### src/rtl/program_sequencer_pkg.sv
// ----------------------------------------------------------------------------
// program_sequencer_pkg
//   Shared definitions for the program sequencer of the 8-bit core:
//   program-memory address width, jump-target shift, reset vector, the
//   program-counter type and a helper that forms a jump target from the
//   decoder's instruction nibble.
// ----------------------------------------------------------------------------
package program_sequencer_pkg;

  localparam int PM_ADDR_W     = 8;
  localparam int JMP_TGT_SHIFT = 4;

  typedef logic [PM_ADDR_W-1:0] pc_t;

  localparam pc_t RESET_VECTOR = 8'h00;

  // Jump targets are always 16-byte aligned: {nibble, 4'h0}.
  function automatic pc_t jump_target(input logic [3:0] nibble);
    return pc_t'(nibble) << JMP_TGT_SHIFT;
  endfunction

endpackage : program_sequencer_pkg

### src/rtl/program_sequencer_jump_trace_buf.sv
// ----------------------------------------------------------------------------
// jump_trace_buf
//   Ring buffer recording the pc of every taken jump, with a registered,
//   newest-first read port.
//
//   Ports
//     clk         in   clock, all state on posedge
//     sync_reset  in   synchronous active-high reset (empties the ring)
//     wr_en       in   record wr_data this cycle (a taken jump)
//     wr_data     in   pc of the jump instruction
//     rd_idx      in   0 = most recent entry, 1 = the one before, ...
//     rd_data     out  selected entry, 0 when rd_idx is beyond the fill level
//     rd_valid    out  rd_data holds a recorded entry
//
//   DEPTH must be a power of two in 2..16 so the pointers wrap naturally.
//   A read in the same cycle as a write returns the pre-write contents.
// ----------------------------------------------------------------------------
module jump_trace_buf
  import program_sequencer_pkg::*;
#(
  parameter int DEPTH = 8
) (
  input  logic       clk,
  input  logic       sync_reset,
  input  logic       wr_en,
  input  pc_t        wr_data,
  input  logic [3:0] rd_idx,
  output pc_t        rd_data,
  output logic       rd_valid
);

  localparam int PTR_W  = $clog2(DEPTH);
  localparam int FILL_W = $clog2(DEPTH + 1);

  pc_t              mem_q [DEPTH];
  logic [PTR_W-1:0] wr_ptr_q, wr_ptr_d;
  logic [FILL_W-1:0] fill_q, fill_d;
  logic [PTR_W-1:0] rd_ptr;
  pc_t              rd_data_q, rd_data_d;
  logic             rd_valid_q, rd_valid_d;

  always_comb begin
    // NOTE: every combinational output gets a default first, so no path
    // leaves a signal unassigned and no latch is inferred.
    wr_ptr_d   = wr_ptr_q;
    fill_d     = fill_q;
    rd_ptr     = wr_ptr_q - PTR_W'(1) - rd_idx[PTR_W-1:0];
    rd_valid_d = int'(rd_idx) < int'(fill_q);
    rd_data_d  = '0;

    if (rd_valid_d) begin
      rd_data_d = mem_q[rd_ptr];
    end

    if (wr_en) begin
      wr_ptr_d = wr_ptr_q + PTR_W'(1);
      // Fill saturates at DEPTH; further writes overwrite the oldest entry.
      if (fill_q != FILL_W'(DEPTH)) begin
        fill_d = fill_q + FILL_W'(1);
      end
    end
  end

  always_ff @(posedge clk) begin
    if (sync_reset) begin
      wr_ptr_q   <= '0;
      fill_q     <= '0;
      rd_data_q  <= '0;
      rd_valid_q <= 1'b0;
    end else begin
      wr_ptr_q   <= wr_ptr_d;
      fill_q     <= fill_d;
      rd_data_q  <= rd_data_d;
      rd_valid_q <= rd_valid_d;
    end
  end

  // NOTE: the storage array has no reset; an entry is only ever read once
  // fill_q says it was written, so clearing it would buy nothing.
  always_ff @(posedge clk) begin
    if (wr_en) begin
      mem_q[wr_ptr_q] <= wr_data;
    end
  end

  assign rd_data  = rd_data_q;
  assign rd_valid = rd_valid_q;

endmodule : jump_trace_buf

### src/rtl/program_sequencer.sv
// ----------------------------------------------------------------------------
// program_sequencer
//   Generates the program-memory address for the 8-bit core. Program memory
//   returns next_instr for pm_addr and the decoder registers it into ir, so
//   pm_addr is combinational and pc follows it one cycle later.
//
//   Ports
//     clk           in   single clock, all state on posedge
//     sync_reset    in   synchronous active-high reset
//     jmp           in   unconditional jump
//     jmp_nz        in   conditional jump, suppressed by dont_jmp
//     jump_addr     in   ir nibble; target = {jump_addr, 4'h0}
//     dont_jmp      in   ALU zero flag
//     pm_addr       out  next program-memory address (combinational)
//     pc            out  current program counter
//     halted        out  program is spinning on a jump-to-self
//     taken_cnt     out  saturating count of taken jumps
//     trace_rd_idx  in   trace read index, 0 = most recent taken jump
//     trace_data    out  pc of the selected taken jump (1-cycle latency)
//     trace_valid   out  trace_data holds a recorded entry
//     from_PS       out  debug tap, equals pc
//
//   Build option PS_TRACE_EN: when defined, the jump-trace ring is built.
//   When undefined, trace_data/trace_valid are tied to zero and
//   trace_rd_idx is ignored.
// ----------------------------------------------------------------------------
module program_sequencer
  import program_sequencer_pkg::*;
#(
  parameter int TRACE_DEPTH = 8,
  parameter int CNT_W       = 16
) (
  input  logic             clk,
  input  logic             sync_reset,
  input  logic             jmp,
  input  logic             jmp_nz,
  input  logic [3:0]       jump_addr,
  input  logic             dont_jmp,
  output logic [7:0]       pm_addr,
  output logic [7:0]       pc,
  output logic             halted,
  output logic [CNT_W-1:0] taken_cnt,
  input  logic [3:0]       trace_rd_idx,
  output logic [7:0]       trace_data,
  output logic             trace_valid,
  output logic [7:0]       from_PS
);

  pc_t              pc_q, pc_d;
  logic             halted_q, halted_d;
  logic [CNT_W-1:0] taken_cnt_q, taken_cnt_d;
  pc_t              target;
  logic             taken;

  always_comb begin
    // NOTE: combinational logic uses blocking '=' so later lines see the
    // values computed above them; registers below use '<=' only.
    target = jump_target(jump_addr);
    // jmp overrides the zero-flag qualification when both are asserted.
    taken  = !sync_reset && (jmp || (jmp_nz && !dont_jmp));

    if (sync_reset) begin
      pm_addr = RESET_VECTOR;
    end else if (taken) begin
      pm_addr = target;
    end else begin
      pm_addr = pc_q + 8'd1;   // wraps 8'hFF -> 8'h00
    end

    pc_d     = pm_addr;
    halted_d = taken && (target == pc_q);

    taken_cnt_d = taken_cnt_q;
    if (taken && (taken_cnt_q != '1)) begin
      taken_cnt_d = taken_cnt_q + CNT_W'(1);
    end
  end

  always_ff @(posedge clk) begin
    if (sync_reset) begin
      pc_q        <= RESET_VECTOR;
      halted_q    <= 1'b0;
      taken_cnt_q <= '0;
    end else begin
      pc_q        <= pc_d;
      halted_q    <= halted_d;
      taken_cnt_q <= taken_cnt_d;
    end
  end

  assign pc        = pc_q;
  assign from_PS   = pc_q;
  assign halted    = halted_q;
  assign taken_cnt = taken_cnt_q;

`ifdef PS_TRACE_EN
  jump_trace_buf #(
    .DEPTH (TRACE_DEPTH)
  ) u_trace (
    .clk        (clk),
    .sync_reset (sync_reset),
    .wr_en      (taken),
    .wr_data    (pc_q),
    .rd_idx     (trace_rd_idx),
    .rd_data    (trace_data),
    .rd_valid   (trace_valid)
  );
`else
  // No trace storage: the read index and depth have no effect.
  logic trace_unused;
  assign trace_unused = ^{trace_rd_idx, 5'(TRACE_DEPTH)};
  assign trace_data   = 8'h00;
  assign trace_valid  = 1'b0;
`endif

endmodule : program_sequencer

### config.mk
export PLATFORM = sky130hd
export DESIGN_NAME = program_sequencer
export DESIGN_NICKNAME = d
export VERILOG_FILES = /design/src/rtl/program_sequencer_pkg.sv /design/src/rtl/program_sequencer_jump_trace_buf.sv /design/src/rtl/program_sequencer.sv
export SDC_FILE = /design/constraint.sdc
export NUM_CORES = 1
export LEC_CHECK = 0
export CORE_ASPECT_RATIO = 0.9
export CORE_MARGIN = 2
export CORE_UTILIZATION = 39
export DETAILED_ROUTE_END_ITERATION = 8
export PLACE_DENSITY = 0.75
export REMOVE_ABC_BUFFERS = 1
export SETUP_SLACK_MARGIN = 0.05
export SYNTH_ARGS = -nofsm -noshare
export SYNTH_HDL_FRONTEND = slang
export SYNTH_HIERARCHICAL = 1
export SYNTH_SLANG_ARGS = --single-unit
### constraint.sdc
create_clock -name clk -period 1.7 [get_ports clk]
set_input_delay 0.34 -clock clk [delete_from_list [all_inputs] [get_ports clk]]
set_output_delay 0.34 -clock clk [all_outputs]
set_load 0.05 [all_outputs]
---- After elaboration in Yosys (flattened, before gate mapping) ----
Index checks and enable logic that the tools add are counted.
W data, S select, Z words.
operators by class
  $add $sub $neg .......................... 2
  $mul .................................... 0
  divide/modulo/power cells ............... 0
  magnitude comparators ................... 0
  equal/unequal tests ..................... 2
  shifts and indexed selects .............. 0
  muxes and demuxes ....................... 2
  bitwise operators ....................... 0
  reduce and logical (&&, ||, !) cells .... 7
operators with widths
  operator                 count
  $add A16 B1 Y16 const B  1
  $mux W8                  2
  $ne A16 B16 Y1 const B   1
  $add A8 B1 Y8 const B    1
  $eq A8 B8 Y1             1
  $logic_and A1 B1 Y1      4
  $logic_not A1 Y1         2
  $logic_or A1 B1 Y1       1
storage, ports and cells
  register bits after elaboration ......... 25
  bits in latches ......................... 0
  RAM bits ................................ 0
  ROM bits ................................ 0
  input port bits ......................... 13
  output and inout port bits .............. 50
  memories kept ........................... 0

---- Depth between registers and ports, before layout ----
Gate-level depths: netlist of run 1.
  word-level depth ........................ 6
  mapped depth ............................ 7

---- Least setup slack after synthesis of run 1 ----
OpenSTA, ideal clock, no wires.
  path kind ............................... register to output
  start ................................... register pc_q[2] (netlist: from_PS[2])
  end ..................................... output pm_addr[5]
  arrival time ............................ 2.081 ns
  setup slack ............................. -0.721 ns
  stages on the path, launching flop included .. 5
  cell sequence ........................... dfxtp_1 > and3_1 > nand3_1 > xor2_1 > o22ai_1
on the way
  cells in the longest elaborated chain, start to end .. 3
ends and longest elaborated chain
  element                   line                     text
  start: declaration        program_sequencer.sv:49  pc_t pc_q, pc_d;
  start signal: assignment  program_sequencer.sv:85  pc_q <= pc_d;
  $add A8 B1 Y8             program_sequencer.sv:67  pm_addr = pc_q + 8'd1;
  $mux W8                   program_sequencer.sv:64  end else if (taken) begin
  $mux W8                   program_sequencer.sv:62  if (sync_reset) begin
  end: declaration          program_sequencer.sv:39  output logic [7:0] pm_addr,
No other way between the ends.

---- Worst setup path in the final report of run 1 ----
  start ................................... register pc_q[0] (netlist: from_PS[0])
  end ..................................... output pm_addr[5]
The elaborated chain is that of the path after synthesis.

==> results by stage, run 1 <==
Global routing:
- For this run the aggregate overflow at the end of global routing stands at 0.
- The number of global-route vias before repair came to 1625.
- The first global-routing pass estimated slightly above 8000 microns of wire.
- Entering global routing, the biggest net connects 17 pins.
- Across every metal layer, demand over resource in global routing totals 0.229.
- The initial antenna violation count is 0.

Pwr:
- The switching power total is 497 uW.
- Of the total power, the share spent switching nets is 0.344.
- The ratio of total power to cell area is ~500 mW/mm^2.
- In this run the static leakage power is ~0.0011 uW.
- Of the total power, combinational logic draws 0.327.
- The design internal power is 947 uW.
- The peak supply drop is between 400 and 500 uV.
- The fraction of power consumed by sequential logic is 0.427.
- The clock share of power is 0.246.

STA:
- Setup violations remaining at the end of the flow were counted as 9.
- Subtracting the final worst setup slack from the clock period gives around 1800 ps.
- Dividing the final minimum period by the clock period gives 1.07.
- The final count of hold timing violations is 0.
- Based on the critical path, the design can be clocked at up to 548 MHz.
- Setup repair after global routing could not meet its margin everywhere.
- The max-slew violation total from the final report is 0.
- The setup skew after layout is just over 0.8 ps.
- At the pin with the least slew margin, the transition time is ~640 ps.
- The final worst-path setup slack is -125 ps.
- Measured against its own limit, the worst slew margin works out to 0.572.

CTS:
- Counting along the longest clock path gives a buffer depth of 2.
- The tree is rooted in a clkbuf_8.
- Clock-pin slew was measured on the worst setup and hold paths at about 90 ps.
- The number of sinks handled by clock tree synthesis is 25.
- The clock latency of the later-clocked register in the worst-skew pair is 270 ps.
- The total clock buffers created by CTS is 3.
- For this design, the CTS-stage hold fixing added 0 buffers.
- The maximum level of the CTS H-tree is 1.
- TritonCTS built the clock tree.

Critical path:
- Of all nets on the critical path, the largest fanout is 3.
- The arrival time at the worst endpoint is about 1500 ps.
- In this run the register-to-register setup slack is -60 ps.
- The kind of cell with the highest combined delay along the critical path is flip-flops.
- The largest stage delay on the critical path is 380 ps.
- The worst setup path is of the flop to output port kind.
- The worst setup path is launched from a flop.
- Traced cell by cell, the critical path runs through and3_4, nand3_4, xor2_4, o22ai_4, buf_12.
- The sum of buffers and inverters on the critical path is 1.
- The master of the slowest instance on the critical path is dfxtp_4.
- STA classifies the critical path endpoint as an output port.
- STA puts the critical path data required time at 1360 ps.

Placed design:
- Routability-driven placement finished with a final weighted congestion of 0.857.
- After legalization and detailed placement, the total HPWL measured between 3000 and 4000 microns.
- The post-placement worst setup slack is -499 ps.
- In this run the tool buffered the top-level ports with 49 buffer cells.
- In this run the cell area measured after placement is 0.00230 sq mm.

Synthesis:
- For this run, the number of Yosys warnings is 6.
- The cell count after synthesis came out at between 150 and 200.
- The sequential share of the synthesized area is 0.328.
- Counting distinct cell types in the post-synthesis netlist gives 38.
- The cell area that synthesis handed to floorplanning was roughly 0.0015 sq mm.
- The number of register bits inferred by synthesis is 25.
- The biggest area consumer among synthesized cells is dfxtp_1.
- The area fraction of the dominant cell type after synthesis is 0.328.
- Yosys attributes the largest share of cell area to dfxtp_1 33%, buf_4 8.4%, nor2_1 3.7%, or4_1 3.4%, xnor2_1 3.4%.
- In this run the mean area of a mapped cell was approximately 8.7 sq um.

Die:
- The die covers 0.00443 sq mm.
- The total area inside the core boundary comes to around 0.0037 sq mm.
- The initial utilization of the core area, before any placement, comes to 0.409.
- The floorplan step set the die height to about 63 microns.
- The floorplan step set the die width to between 60 and 70 microns.
- 63 I/O pins were placed.
- The row count is 21.

Drt:
- Dividing the detail-routed wire length by the instance count gives about 18 microns.
- After detailed routing, the number of remaining DRC violations is 0.
- The detail route stage leaves a number of antenna-violating nets equal to 0.
- The length of the first detailed-routing pass in iterations is 4.
- The average via count per standard cell is 5.48.
- The detailed router placed approximately 1.7k vias in this run.
- The sum of routed wire length over all layers is roughly 5500 microns.
- After the first detailed-routing iteration, the DRC count stood at roughly 140.

Job:
- The number of maximum-capacitance violations is 0.

Final layout:
- Leaving out fill and tap cells, the most frequent cell in the layout is buf_4.
- After the last flow step, the layout net total stands at 283.
- Compared with the post-synthesis result, the final layout area differs by 86.1%.
- The fraction of final layout cells sized beyond drive strength 1 is 0.632.
- Leaving out fill and tap cells, the most frequent cells in the layout are 78 x buf_4, 14 x dfxtp_2, 14 x buf_12.
- The final standard cell area without fillers is 0.00284 sq mm.
- The number of antenna repair diodes is 0.

Run status:
- The flow ran to the end, but the final reports show violations.
- The checks that failed: setup timing.

Worst hold path:
- The min-delay analysis places its worst path in the category flop to flop.
## through the flow
step | util | hold slack (ps) | std cells | TNS (ps) | total power, uW
after floorplan | - | 409 | 158 | -15130 | 845
after global placement | 0.616 | 506 | 294 | -8520 | 1010
after detailed placement | 0.616 | 525 | 294 | -9560 | 1020
after CTS | 0.691 | 535 | 301 | -572 | 1400
after global routing | 0.762 | 533 | 312 | -1200 | 1500
final | 0.762 | 514 | 312 | -552 | 1440
## cell families (layout without fill, tap and decap cells)
family | after synthesis | after routing | synth area share
DFF | 25 | 25 | 0.328
muxes | 5 | 5 | 0.0369
other | 1 | 9 | 0.00246
buffers and inverters | 34 | 117 | 0.137
xor gates and xnor gates | 10 | 10 | 0.0574
AOI/OAI and AO/OA | 30 | 30 | 0.145
adders and majority gates | 3 | 3 | 0.0246
and+or+nand+nor | 67 | 67 | 0.269
## synth_stat cells
| cell | count |
|---|---|
| nor2b_1 | 6 |
| nand3_1 | 10 |
| o41ai_1 | 2 |
| dfxtp_1 | 25 |
| inv_1 | 8 |
| nand4_4 | 1 |
| and3_1 | 4 |
| o2111ai_4 | 1 |
| conb_1 | 1 |
| nor4b_4 | 1 |
| clkbuf_1 | 4 |
| inv_2 | 1 |
| o31ai_1 | 5 |
| o211a_1 | 1 |
| and2_1 | 1 |
| or3_1 | 3 |
| nand2_1 | 7 |
| o311ai_0 | 3 |
| xnor2_1 | 6 |
| ha_1 | 3 |
| o22ai_1 | 8 |
| a21oi_1 | 7 |
| xor2_1 | 4 |
| or3_4 | 1 |
| buf_4 | 17 |
| or4_1 | 7 |
| nor3_1 | 3 |
| mux2_1 | 1 |
| nand4_1 | 4 |
| nor4_4 | 1 |
| o21ai_0 | 2 |
| buf_2 | 2 |
| nor2_1 | 15 |
| o21ai_2 | 1 |
| buf_6 | 2 |
| nor4_1 | 2 |
| and3_2 | 1 |
| mux2_2 | 4 |
## metal layers
metal | global-route usage | share of wire | up-vias
met5 | 0 | 0 | -
met4 | 0.0505 | 0.036 | 0
met3 | 0.0400 | 0.056 | 22
met2 | 0.415 | 0.52 | 86
met1 | 0.282 | 0.39 | 817
li1 | - | - | 786
## power groups by stage
stage	logic [uW]	registers (uW)	clock network [uW]
detailed placement	394	622	0
CTS	435	613	355
global route	493	618	390
global placement	390	622	0
floorplan	137	709	0
finish	473	617	355
## worst min-delay path: stages, from the launching register on
cell     delay (ps)
dfxtp_2         340
o31ai_1          70
a21oi_1          60
## repair_timing
| item | 4_1_cts | 5_1_grt |
|---|---|---|
| pin swaps | 16 | 15 |
| gates cloned | 0 | 1 |
| gates resized for setup | 56 | 49 |
| setup endpoints to repair | 24 | 22 |
| buffers inserted | 3 | 10 |
## final cells by class
class                   count  area [sq um]
clock buffers               4          45.0
fillers                   206           890
inverters                   9          33.8
multi-input cells         124          1200
flip-flops and latches     25           526
well taps                  46          57.6
repair buffers            104           981
## registers in the layout (all words and copies together), names as in the netlist
signal and flops:
halted 1, from_PS 8, taken_cnt 16
## path summary, 6_finish.rpt
kind | startpoint | endpoint | cells after the start
max reg2reg | taken_cnt[1] | taken_cnt[15] | 6
min reg2reg | taken_cnt[13] | taken_cnt[13] | 2
min | taken_cnt[13] | taken_cnt[13] | 2
max | from_PS[0] | pm_addr[5] | 5
Power figures use the tool's default switching activity.
==> run 2: changes to the inputs <==
Settings changed: PLACE_DENSITY 0.75 to 0.8.
==> run 2 against run 1 <==
  * Sequential power about the same
  * Sequential share of layout area shrank 0.22 points
  * Highest routed layer unchanged
  * Largest power group unchanged
  * Clock skew is 4.4 ps higher
  * Combinational power is 2% higher
  * The run still ends with setup timing left
  * Routed wire length up 9.6%
==> results by stage, run 2 (synthesis gave the netlist of run 1 again) <==
Run status:
- The flow ran to the end, but the final reports show violations.
- The final reports fail on setup timing.

CTS:
- The cell sitting at the root of the clock tree is a clkbuf_8.
- The number of sinks handled by clock tree synthesis is 25 (unchanged).
- The buffer depth of the longest clock path is 2 (unchanged).
- The clock input transition at the sequential cells of the worst setup and hold paths was 80 ps (about the same).
- The maximum level of the CTS H-tree came to 1 (unchanged).
- The total clock buffers created by CTS is 3 (unchanged).
- The clock latency of the later-clocked register in the worst-skew pair is 280 ps (about the same).
- TritonCTS built the clock tree.

Critical path:
- The endpoint of the worst-slack reg-to-reg timing path is taken_cnt[7].
- The worst-path maximum fanout is 3 (unchanged).
- In this run the critical register-to-register path is launched from taken_cnt[0].
- The worst setup path is captured at an output port.
- The setup slack on the worst flop-to-flop path came to -140 ps (-80 ps).
- The critical path class is flop to output port.
- The arrival time at the worst endpoint came to 1540 ps (+50 ps).
- The depth of the most critical reg-to-reg path is 8 (+2).
- The required time of the critical path was 1360 ps (about the same).
- The nature of the critical path startpoint is a flop.

Pwr:
- The switching power total came to 500 uW (+0.54%).
- The fraction of power consumed by combinational cells is 0.332 (+0.005).
- The fraction of power consumed by sequential logic is 0.424 (-0.003).
- The design internal power is 953 uW (+0.63%).
- The static leakage came to 0.00117 uW (+2.3%).
- The ratio of total power to cell area came to 516 mW/mm^2 (+1.6%).
- The switching portion of total power was 0.344 (about the same).
- The clock share of power is 0.244 (-0.002).
- The peak supply drop was 262 uV (-36%).

Final layout:
- The fraction of final layout cells sized beyond drive strength 1 was 0.611 (-0.0205).
- The flip-flop count of the largest register, all copies and words added is 16 (unchanged).
- The final layout net count is 287 (+1.4%).
- Leaving out fill and tap cells, the most frequent cells in the layout are 79 x buf_4, 14 x dfxtp_1, 13 x buf_12, 11 x nor2_1, 11 x dfxtp_2.
- The share of the core filled with cells came to 0.754 (-0.00738).
- The filler-free cell count of the finished design was 316 (+1.3%).
- The final standard cell area without fillers is 0.00281 sq mm (-0.97%).
- Relative to the synthesized area, the layout overhead comes to 84.3%.
- Leaving out fill and tap cells, the most frequent cell in the layout is buf_4.
- The number of antenna repair diodes was 0 (unchanged).

Drt:
- The overall via count from detail_route is 1770 (+3.4%).
- The length of the first detailed-routing pass in iterations was 4 (unchanged).
- The average via count per standard cell is 5.60 (+2.1%).
- The final routed wire length divided by cell count is 19.2 microns (+8.2%).
- The initial detailed-routing violation count came to 105 (-23%).
- The sum of routed wire length over all layers is 6080 microns (+9.6%).
- The number of nets with antenna violations after routing was 0 (unchanged).
- The final routed DRC violation total is 0 (unchanged).

Placed design:
- The number of port buffers came to 49 (unchanged).
- The count of placed standard cells including taps is 298 (+1.4%).
- The weighted congestion at the end of routability-driven global placement is 0.945 (+10%).
- The cell area after placement is 0.00231 sq mm (+0.76%).
- The half-perimeter wire length after placement is 3360 microns (+6.3%).

STA:
- The final worst-path setup slack is -180 ps (-55.1 ps).
- The pin slew with the least headroom to its limit came to 691 ps (+51.9 ps).
- The worst-case headroom to the max-slew limit is 0.538 (-0.0348).
- The max-slew violation total from the final report is 0 (unchanged).
- The highest attainable clock frequency is 532 MHz (-2.9%).
- The final count of hold timing violations came to 0 (unchanged).
- The final period demand of the worst path is 1880 ps (+55.1 ps).
- The setup skew after layout is 5.20 ps (+4.39 ps).
- Setup repair after global routing could not meet its margin everywhere.
- The part of the cycle the worst path needs is 1.11 (+0.0324).
- The number of setup violations in the final report came to 17 (+8).

Worst hold path:
- For hold timing, the worst endpoint is taken_cnt[9].
- The worst hold path depth is 3 (+1).
- The worst hold path begins at sync_reset.
- The worst min-delay path class is input port to flop.

Die:
- The number of primary I/O pins came to 63 (unchanged).
- The initial core utilization is 0.409 (unchanged).
- The full die area is 0.00443 sq mm (unchanged).
- The standard cell core area was 0.00373 sq mm (unchanged).
- The die span in x was 69.9 microns (unchanged).
- The vertical die dimension came to 63.4 microns (unchanged).
- The row count came to 21 (unchanged).

Global routing:
- The initial antenna violation count is 0 (unchanged).
- The global-route wire length before repair is 8520 microns (+4.8%).
- The number of global-route vias before repair is 1714 (+5.5%).
- The total global routing overflow is 0 (unchanged).
- The largest net degree at the start of global routing was 15 (-2).
- The total global-route track usage is 0.249 (+0.0207).

Job:
- The number of maximum-capacitance violations was 0 (unchanged).
[run 2: cell count changes in the layout (fill, tap and decap cells not counted), sizes merged]
cell / previous run / this run
buf: 98 / 103
clkbuf: 6 / 4
clkdlybuf4s15: 0 / 1
[run 2: cell type report]
type	count	area, sq um
Multi-Input combinational cell	124	1140
Inverter	9	33.8
Sequential cell	25	514
Timing Repair Buffer	108	1030
Fill cell	229	917
Tap cell	46	57.6
Clock buffer	4	45.0
[run 2: critical path: stages (launching register included)]
cell     delay [ps]
dfxtp_2         350
and3_4          240
nand3_2         130
xor2_4          190
o22ai_4         180
buf_12          170
[run 2: how the worst max path moves through the flow]
| stage | startpoint | endpoint | slack [ps] |
|---|---|---|---|
| 5_1_grt | from_PS[4] | pm_addr[7] | -230 |
| 3_3_place_gp | sync_reset | pm_addr[4] | -430 |
| 6_report | from_PS[0] | pm_addr[7] | -180 |
| 4_1_cts | from_PS[1] | pm_addr[4] | -110 |
| 3_5_place_dp | sync_reset | pm_addr[4] | -470 |
| 2_1_floorplan | from_PS[2] | pm_addr[5] | -1100 |
[run 2: repair_timing]
item	in CTS	in global routing
setup buffers	6	6
hold buffers	0	0
gates cloned	1	1
endpoints found under the setup margin	24	24
resized for setup	62	30
pin swaps	13	13
[run 2: metal layers]
layer	vias up	routed length, microns	track usage
li1	793	-	-
met1	860	2330	0.293
met2	88	3010	0.414
met3	29	336	0.0368
met4	0	401	0.178
met5	-	0	0
[run 2: metrics by stage]
stage / worst slack [ps] / hold WS [ps] / TNS (ps) / power [uW]
floorplan: -1100 / 409 / -15130 / 845
global placement: -425 / 480 / -8300 / 1020
detailed placement: -474 / 485 / -9700 / 1020
CTS: -107 / 472 / -439 / 1420
global route: -228 / 502 / -2040 / 1500
finish: -180 / 497 / -1360 / 1450
[run 2: power groups by stage]
stage	combinational (uW)	sequential [uW]	clock (uW)
6_report	482	616	355
3_3_place_gp	394	622	0
5_1_grt	499	618	384
3_5_place_dp	401	622	0
4_1_cts	454	613	356
2_1_floorplan	137	709	0
==> run 3: changes to the inputs <==
Settings changed: CTS_CLUSTER_SIZE from default to 40, PLACE_DENSITY 0.8 to 0.77.
==> run 3 against run 2 <==
  * The flow still finishes with violations (setup timing)
  * First-iteration DRC count up 17%
  * Sequential power about the same
  * Critical path depth unchanged
  * Non-clock buffer count down 5
  * Sequential share of layout area up 0.32 points
  * Cell count down 1.6%
  * Hold slack better by 5.7 ps
  * Clock skew down 2.0 ps
  * Routed wire length down 6.4%
  * Maximum frequency up 2.3%
  * Critical path type unchanged
  * Largest cell class unchanged
==> results by stage, run 3 (synthesis gave the netlist of run 1 again) <==
Run status:
- The run finished, with violations left.
- The checks that failed: setup timing.

Final layout:
- Leaving out fill and tap cells, the most frequent cells in the layout are 77 x buf_4, 14 x buf_12, 13 x dfxtp_2, 10 x nor2_1.
- The flip-flop count of the largest register, all copies and words added came to 16 (unchanged).
- The library cell used most frequently in the layout, excluding fill and tap cells, is buf_4.
- The final layout net count is 282 (-1.7%).
- The area taken by flip-flops and latches is 528 sq um (+2.7%).
- The filler-free cell count of the finished design is 311 (-1.6%).
- The growth of design area from synthesis to finish is 86.1%.
- The number of antenna repair diodes came to 0 (unchanged).
- The share of the core filled with cells was 0.761 (+0.00704).
- The number of fillers in the final layout is 233 (+1.7%).
- The combined area of the multi-input logic cells is 0.00121 sq mm (+6.1%).
- The fraction of final layout cells sized beyond drive strength 1 is 0.638 (+0.0266).

CTS:
- The maximum level of the CTS H-tree is 1 (unchanged).
- The total clock buffers created by CTS came to 3 (unchanged).
- The clock latency of the later-clocked register in the worst-skew pair is 270 ps (about the same).
- The number of buffers inserted for hold repair after clock tree synthesis is 0 (unchanged).
- The number of sinks handled by clock tree synthesis is 25 (unchanged).
- The clock input transition at the sequential cells of the worst setup and hold paths is 80 ps (about the same).
- The CTS tree is done.
- Clock tree synthesis selected as its root buffer the cell clkbuf_8.
- The buffer depth of the longest clock path came to 2 (unchanged).

Global routing:
- The largest net degree at the start of global routing is 17 (+2).
- The total global-route track usage is 0.235 (-0.0148).
- The number of global-route vias before repair was 1608 (-6.2%).
- The global-route wire length before repair was 8200 microns (-3.7%).
- The total global routing overflow was 0 (unchanged).
- The initial antenna violation count is 0 (unchanged).

Critical path:
- Walking the worst path, the cells encountered are and3_4, nand3_4, xor2_4, o22ai_4, buf_12.
- The worst-path maximum fanout was 4 (+1).
- The setup slack on the worst flop-to-flop path came to -10 ps (+130 ps).
- The endpoint of the worst-slack reg-to-reg timing path is taken_cnt[15].
- The setup path with the least slack is of type flop to output port.
- The required time of the critical path is 1360 ps (about the same).
- The largest stage delay on the critical path was 390 ps (+40 ps).
- The origin of the critical flop-to-flop path is taken_cnt[0].
- The arrival time at the worst endpoint is 1500 ps (-40 ps).
- The nature of the critical path startpoint is a flop.
- The master of the slowest instance on the critical path is dfxtp_4.
- The type of destination of the critical path is an output port.
- The depth of the most critical reg-to-reg path is 6 (-2).

Placed design:
- The number of port buffers was 49 (unchanged).
- The weighted congestion at the end of routability-driven global placement is 0.848 (-10%).
- The half-perimeter wire length after placement is 3110 microns (-7.5%).
- The count of placed standard cells including taps is 293 (-1.7%).

STA:
- The worst-case headroom to the max-slew limit is 0.555 (+0.0177).
- The max-slew violation total from the final report is 0 (unchanged).
- The pin slew with the least headroom to its limit is 664 ps (-26.4 ps).
- The final count of hold timing violations is 0 (unchanged).
- The final period demand of the worst path is 1840 ps (-42.9 ps).
- The part of the cycle the worst path needs came to 1.08 (-0.0252).
- The highest attainable clock frequency was 544 MHz (+2.3%).
- The final worst-path setup slack was -138 ps (+42.9 ps).
- Setup repair after global routing could not meet its margin everywhere.
- The worst hold slack was 502 ps (+5.70 ps).
- The setup skew after layout is 3.15 ps (-2.05 ps).
- The number of setup violations in the final report was 9 (-8).

Job:
- The number of maximum-capacitance violations is 0 (unchanged).

Drt:
- The overall via count from detail_route is 1721 (-2.8%).
- The initial detailed-routing violation count is 123 (+17%).
- The final routed DRC violation total is 0 (unchanged).
- The final routed wire length divided by cell count is 18.3 microns (-4.9%).
- The sum of routed wire length over all layers is 5690 microns (-6.4%).
- The average via count per standard cell was 5.53 (-1.2%).
- The length of the first detailed-routing pass in iterations is 4 (unchanged).
- The number of nets with antenna violations after routing is 0 (unchanged).

Die:
- The number of primary I/O pins is 63 (unchanged).
- The standard cell core area is 0.00373 sq mm (unchanged).
- The initial core utilization is 0.409 (unchanged).
- The die span in x came to 69.9 microns (unchanged).
- The row count came to 21 (unchanged).
- The full die area came to 0.00443 sq mm (unchanged).
- The vertical die dimension is 63.4 microns (unchanged).

Pwr:
- The total power consumption of the routed design is 1450 uW (-0.51%).
- The peak supply drop is 333 uV (+27%).
- The ratio of total power to cell area came to 509 mW/mm^2 (-1.4%).
- The static leakage is 0.00115 uW (-1.8%).

Worst hold path:
- The worst hold path depth is 2 (-1).
- The worst hold path belongs to the class flop to flop.
- The source of the worst hold timing path is taken_cnt[13].
- For hold timing, the worst endpoint is taken_cnt[13].
run 3: changes by cell type in the layout (fill, tap and decap cells not counted), sizes merged:
cell	before	now
clkbuf	4	5
clkdlybuf4s15	1	0
buf	103	98
run 3: per-stage QoR:
step	TNS, ps	setup WS (ps)	cell area [sq um]
after global routing	-1460	-191	2840
after CTS	-459	-114	2590
after global placement	-10760	-497	2290
final	-629	-138	2840
after detailed placement	-11460	-531	2290
after floorplan	-15130	-1100	1380
run 3: cell type report:
type,count,area share
Timing Repair Buffer,103,0.341
Clock buffer,4,0.0159
Multi-Input combinational cell,124,0.425
Inverter,9,0.0119
Sequential cell,25,0.186
Tap cell,46,0.0203
run 3: worst max-delay path by stage:
stage | startpoint | endpoint | slack [ps] | depth (start not counted)
floorplan | from_PS[2] | pm_addr[5] | -1100 | 4
CTS | from_PS[1] | pm_addr[6] | -110 | 5
finish | from_PS[1] | pm_addr[7] | -140 | 5
global placement | jmp_nz | pm_addr[6] | -500 | 5
global route | from_PS[2] | pm_addr[7] | -190 | 5
detailed placement | jmp_nz | taken_cnt[6] | -530 | 6
run 3: timing repair:
action / 4_1_cts / 5_1_grt
endpoints found under the setup margin: 24 / 20
setup buffers: 7 / 6
gates resized for setup: 64 / 47
hold endpoints to repair: 0 / 0
pin swaps: 13 / 20
gates cloned: 0 / 1
run 3: per-layer routing:
metal	GRT usage	wire [microns]
met1	0.296	2300
met2	0.396	2920
met3	0.0480	276
met4	0.0841	195
met5	0	0
run 3: critical path: cells and delay by family (launching register included):
kind	cells	cell delay, ps
buffers and inverters	1	160
DFF	1	390
and+or+nand+nor	2	370
xor gates and xnor gates	1	180
AOI/OAI and AO/OA	1	130
run 3: report_power, final:
group          switching (uW)  internal [uW]
clock network             182            168
registers                17.5            598
logic                     296            185
total                     495            951
